File: config.mk
export PLATFORM = sky130hd
export DESIGN_NAME = pipeline_ks_subtractor_64
export DESIGN_NICKNAME = d
export VERILOG_FILES = /design/src/rtl/pipeline_ks_subtractor_64.sv
export SDC_FILE = /design/constraint.sdc
export NUM_CORES = 1
export LEC_CHECK = 0
export BUFFER_PORTS_ARGS = -buffer_cell sky130_fd_sc_hd__buf_4
export CAP_MARGIN = 20
export CORE_ASPECT_RATIO = 1.75
export CORE_MARGIN = 1.5
export CORE_UTILIZATION = 62
export DETAILED_ROUTE_END_ITERATION = 10
export PLACE_DENSITY = 0.79
export SETUP_SLACK_MARGIN = 0.05
export SYNTH_ARGS = -nofsm -noshare
export SYNTH_HDL_FRONTEND = slang
export SYNTH_SLANG_ARGS = --single-unit
File: constraint.sdc
create_clock -name clk -period 3.35 [get_ports clk]
set_input_delay 0.5025 -clock clk [delete_from_list [all_inputs] [get_ports clk]]
set_output_delay 0.5025 -clock clk [all_outputs]
set_load 0.01 [all_outputs]
File: src/rtl/pipeline_ks_subtractor_64.sv
// 4-stage pipelined Kogge-Stone subtractor: diff = a - b - bin.
// The subtraction is computed as a + ~b + ~bin, so the prefix network is that
// of an adder. A valid/ready handshake stalls the whole pipeline at once.
module pipeline_ks_subtractor_64 #(
  parameter int unsigned WIDTH = 64,
  parameter int unsigned LOG2W = 6
) (
  input  logic             clk,
  input  logic             rst_n,
  input  logic             in_valid,
  output logic             in_ready,
  input  logic [WIDTH-1:0] a,
  input  logic [WIDTH-1:0] b,
  input  logic             bin,
  output logic             out_valid,
  input  logic             out_ready,
  output logic [WIDTH-1:0] diff,
  output logic             bout,
  output logic             ovf
);

  // Stage 2 takes the first half of the prefix levels (rounded up), stage 3 the rest.
  localparam int unsigned LVL_S2 = (LOG2W + 1) / 2;

  // Runs Kogge-Stone prefix levels [lvl_lo, lvl_hi) over (G, P); returns {G, P}.
  function automatic logic [2*WIDTH-1:0] ks_levels(
    input logic [WIDTH-1:0] g_in,
    input logic [WIDTH-1:0] p_in,
    input int unsigned      lvl_lo,
    input int unsigned      lvl_hi
  );
    logic [WIDTH-1:0] g, p, g_n, p_n;
    int unsigned      span;
    g = g_in;
    p = p_in;
    for (int unsigned l = lvl_lo; l < lvl_hi; l++) begin
      span = 32'd1 << l;
      g_n  = g;
      p_n  = p;
      for (int unsigned i = span; i < WIDTH; i++) begin
        g_n[i] = g[i] | (p[i] & g[i - span]);
        p_n[i] = p[i] & p[i - span];
      end
      g = g_n;
      p = p_n;
    end
    return {g, p};
  endfunction

  // Pipeline state
  logic             v1, v2, v3, v4;
  logic [WIDTH-1:0] s1_g, s1_p;
  logic             s1_c0, s1_sa, s1_sb;
  logic [WIDTH-1:0] s2_gg, s2_gp, s2_p;
  logic             s2_c0, s2_sa, s2_sb;
  logic [WIDTH-1:0] s3_gg, s3_gp, s3_p;
  logic             s3_c0, s3_sa, s3_sb;
  logic [WIDTH-1:0] diff_r;
  logic             bout_r, ovf_r;

  // Combinational next-stage values
  logic             advance;
  logic [WIDTH-1:0] s2_gg_nxt, s2_gp_nxt;
  logic [WIDTH-1:0] s3_gg_nxt, s3_gp_nxt;
  logic [WIDTH:0]   carry;
  logic [WIDTH-1:0] diff_nxt;
  logic             bout_nxt, ovf_nxt;

  // Global stall: everything moves only when the output slot is free or draining.
  always_comb begin
    advance  = ~v4 | out_ready;
    in_ready = advance;
  end

  // Prefix levels for stages 2 and 3, then final carries and result for stage 4.
  always_comb begin
    {s2_gg_nxt, s2_gp_nxt} = ks_levels(s1_g, s1_p, 0, LVL_S2);
    {s3_gg_nxt, s3_gp_nxt} = ks_levels(s2_gg, s2_gp, LVL_S2, LOG2W);
    carry    = {s3_gg | (s3_gp & {WIDTH{s3_c0}}), s3_c0};
    diff_nxt = s3_p ^ carry[WIDTH-1:0];
    bout_nxt = ~carry[WIDTH];
    ovf_nxt  = (s3_sa != s3_sb) && (diff_nxt[WIDTH-1] != s3_sa);
  end

  // Pipeline registers: all stages shift together on advance, hold otherwise.
  always_ff @(posedge clk or negedge rst_n) begin
    if (!rst_n) begin
      v1     <= 1'b0;
      v2     <= 1'b0;
      v3     <= 1'b0;
      v4     <= 1'b0;
      s1_g   <= '0;
      s1_p   <= '0;
      s1_c0  <= 1'b0;
      s1_sa  <= 1'b0;
      s1_sb  <= 1'b0;
      s2_gg  <= '0;
      s2_gp  <= '0;
      s2_p   <= '0;
      s2_c0  <= 1'b0;
      s2_sa  <= 1'b0;
      s2_sb  <= 1'b0;
      s3_gg  <= '0;
      s3_gp  <= '0;
      s3_p   <= '0;
      s3_c0  <= 1'b0;
      s3_sa  <= 1'b0;
      s3_sb  <= 1'b0;
      diff_r <= '0;
      bout_r <= 1'b0;
      ovf_r  <= 1'b0;
    end else if (advance) begin
      v1     <= in_valid;
      s1_g   <= a & ~b;
      s1_p   <= a ^ ~b;
      s1_c0  <= ~bin;
      s1_sa  <= a[WIDTH-1];
      s1_sb  <= b[WIDTH-1];

      v2     <= v1;
      s2_gg  <= s2_gg_nxt;
      s2_gp  <= s2_gp_nxt;
      s2_p   <= s1_p;
      s2_c0  <= s1_c0;
      s2_sa  <= s1_sa;
      s2_sb  <= s1_sb;

      v3     <= v2;
      s3_gg  <= s3_gg_nxt;
      s3_gp  <= s3_gp_nxt;
      s3_p   <= s2_p;
      s3_c0  <= s2_c0;
      s3_sa  <= s2_sa;
      s3_sb  <= s2_sb;

      v4     <= v3;
      diff_r <= diff_nxt;
      bout_r <= bout_nxt;
      ovf_r  <= ovf_nxt;
    end
  end

  // Registered outputs
  always_comb begin
    out_valid = v4;
    diff      = diff_r;
    bout      = bout_r;
    ovf       = ovf_r;
  end

endmodule

==> flow_summary.yaml <==
timing:
  finalCriticalPeriod_ns: 2.43
  final_max_slew_viol_count: 0
  slew_headroom_pct: 18.6
  rsz0062_at_grt: "no"
  clock.fmax_ghz: 0.411
  setup_tns_ns: 0
  finalSetupViolCount: 0
  tightest_slew_ns: 1.21
  period_share_pct: 72.6
  holdWs_ns: -0.0293
  hold_viol: 10
  fin_skew_ns: 0.00921
  worst_slack_ns: 0.918
detailed_routing:
  dr_wl_met3_um: 3920
  drt-initial-drc-count: 1997
  viasPerCell: 5.79
  wl_per_cell_um: 19.4
  ant_nets: 0
  first_pass_iters: 6
  drcViolationCount: 0
  top_layer: "met4"
  route.met2.wl_um: 35000
  routed_wl_um: 70100
  wirelength_met1_um: 26800
  via_count: 20922
global_routing:
  grt_usage_pct: 33.7
  grt_pass1_wl_um: 112000
  grt_max_degree: 191
  grt_pass1_vias: 20721
  overflow: 0
  antenna_found_initial: 0
clocking:
  cts_tree: "built"
  clk_pin_slew_worst_paths_ns: 0.07
  cts_setup_buffers: 0
  cts.sinks: 589
  cts_buffer_depth: 3
  hold_buffers: 0
  cts_max_level: 2
  cts_buffers: 52
  cts_root_buffer: "clkbuf_16"
  clk_latency_ns: 0.58
  postCtsResizedCells: 0
die:
  start_util_pct: 62.5
  row_count: 99
  die_w_um: 158
  coreArea_mm2: 0.0415
  ios: 201
  die_h_um: 274
  dieArea_mm2: 0.0431
place:
  place.gp.congestion: 0.940
  port_buffers: 200
  dp_slack_ns: 0.897
  hpwl_um: 50300
logic_synthesis:
  synth_cell_types: 54
  ys_top_cells_by_count: "1082 x nand2_1, 589 x dfrtp_1, 258 x a21oi_1"
  synthFlopType: "dfrtp_1"
  synth.avg_cell_area_um2: 9.01
  syn_nets: 3078
  synth_top_area_share_pct: 56.8
  syn_area_mm2: 0.0259
  synth-edff-count: 0
  synthTopCellsByArea: "dfrtp_1 57%, nand2_1 16%, a21oi_1 5.0%"
  synthArstFlopShare_pct: 100
  synthCells: 2880
  yosysSeqAreaShare_pct: 56.8
  yosysWarnings: 0
  post-synth-top-count-cell: "nand2_1"
  yosysTopAreaCell: "dfrtp_1"
  yosys_register_bits: 589
layout:
  num-fill-cells: 3210
  antenna_cells: 0
  drive_above_1_share_pct: 11.1
  area_growth_pct: 14.1
  layout.nets: 3216
critical_path:
  setup.worst_path.end_class: "output port"
  critical_path.max_fanout: 106
  arrival_ns: 1.93
  worstPathRequired_ns: 2.85
  critPathKind: "reg -> out"
  startpoint_type: "flip-flop"
job:
  maxCapViolCount: 0
pwr:
  leakage_uw: 0.0151
  ir_drop_v: 0.000662
  powerDensity_mw_per_mm2: 871
outcome:
  status: "finished with violations"
  failed_checks: "hold timing"
min_path:
  hp-class: "in -> async"
## final cells by class
| class | count | area (µm²) | share of cell area [%] |
|---|---|---|---|
| flip-flops and latches | 589 | 14700 | 49.8 |
| multi-input cells | 2065 | 10200 | 34.5 |
| repair buffers | 232 | 1910 | 6.46 |
| clock buffers | 66 | 1450 | 4.89 |
| well taps | 555 | 694 | 2.35 |
| inverters | 78 | 300 | 1.02 |
| clock inverters | 26 | 294 | 0.994 |
## report_power, final
part	switching (µW)	leakage (µW)	internal, µW	total (µW)
combinational	4970	0.00683	2790	7760
sequential	2260	0.00741	9560	11800
clock	2660	0.000859	3510	6170
## cell usage in the layout (no fill, tap or decap), types with 35 or more instances in the layout
master	instances
a21oi_1	258
a22o_1	39
buf_4	218
clkbuf_16	53
dfrtp_1	588
ha_1	65
inv_1	77
nand2_1	1082
nand3_1	35
nor2_1	161
o21ai_0	174
xor2_1	63
## routing by layer
layer	vias to the layer above	track usage, %
li1	9763	-
met1	10174	41.9
met2	803	57.1
met3	182	3.80
met4	0	18.9
met5	-	0
## cell families after synthesis
| group | Yosys count | synth area share [%] |
|---|---|---|
| AND/OR/NAND/NOR | 1350 | 20.6 |
| multiplexers | 16 | 0.642 |
| buffers and inverters | 226 | 3.86 |
| adder cells (fa/ha/maj) | 65 | 3.14 |
| flip-flops | 589 | 56.8 |
| AO/OA/AOI/OAI | 571 | 12.8 |
| XOR/XNOR | 63 | 2.13 |
## critical path: stages (launching register included)
cell	delay [ns]
dfrtp_1	0.38
nor2b_4	0.17
inv_8	0.44
buf_4	0.25
## worst paths after layout
path                                        from                     to  slack, ns  cells past startpoint
min                                        rst_n    s3_p[4]$_DFFE_PN0P_      -0.03                      1
max                        out_valid$_DFFE_PN0P_               in_ready       0.92                      3
max in group asynchronous                  rst_n  s2_gg[52]$_DFFE_PN0P_       2.38                      2
max reg2reg                s2_gp[29]$_DFFE_PN0P_  s3_gg[53]$_DFFE_PN0P_       1.06                      4
min in group clk                             bin      s1_c0$_DFFE_PN0P_       0.09                      2
min reg2reg                       v3$_DFFE_PN0P_         v3$_DFFE_PN0P_       0.46                      2
## through the flow
| step | hold WS [ns] | instance area [µm²] | utilization (%) | std cells | total power [µW] |
|---|---|---|---|---|---|
| CTS | 0.0388 | 29600 | 71.3 | 3611 | 25800 |
| floorplan | 0.207 | 25900 | - | 2880 | 16100 |
| global placement | 0.449 | 27800 | 67.1 | 3519 | 19200 |
| global route | 0.0416 | 29600 | 71.3 | 3611 | 27200 |
| detailed placement | 0.448 | 27800 | 67.1 | 3519 | 19600 |
| finish | -0.0293 | 29600 | 71.3 | 3611 | 25800 |
## flip-flops by register name, indices dropped and copies added, names as in the netlist
name	flops
s2_c0	1
s3_sa	1
s2_gg	64
s2_p	63
s1_sb	1
s3_gg	64
v2	1
s2_gp	64
s2_sa	1
out_valid	1
v3	1
v1	1
s3_p	63
s2_sb	1
s1_c0	1
ovf	1
diff	64
s1_g	64
s1_p	64
s1_sa	1
s3_sb	1
bout	1
s3_gp	64
s3_c0	1
No activity file was read; power rests on OpenSTA's default activity.
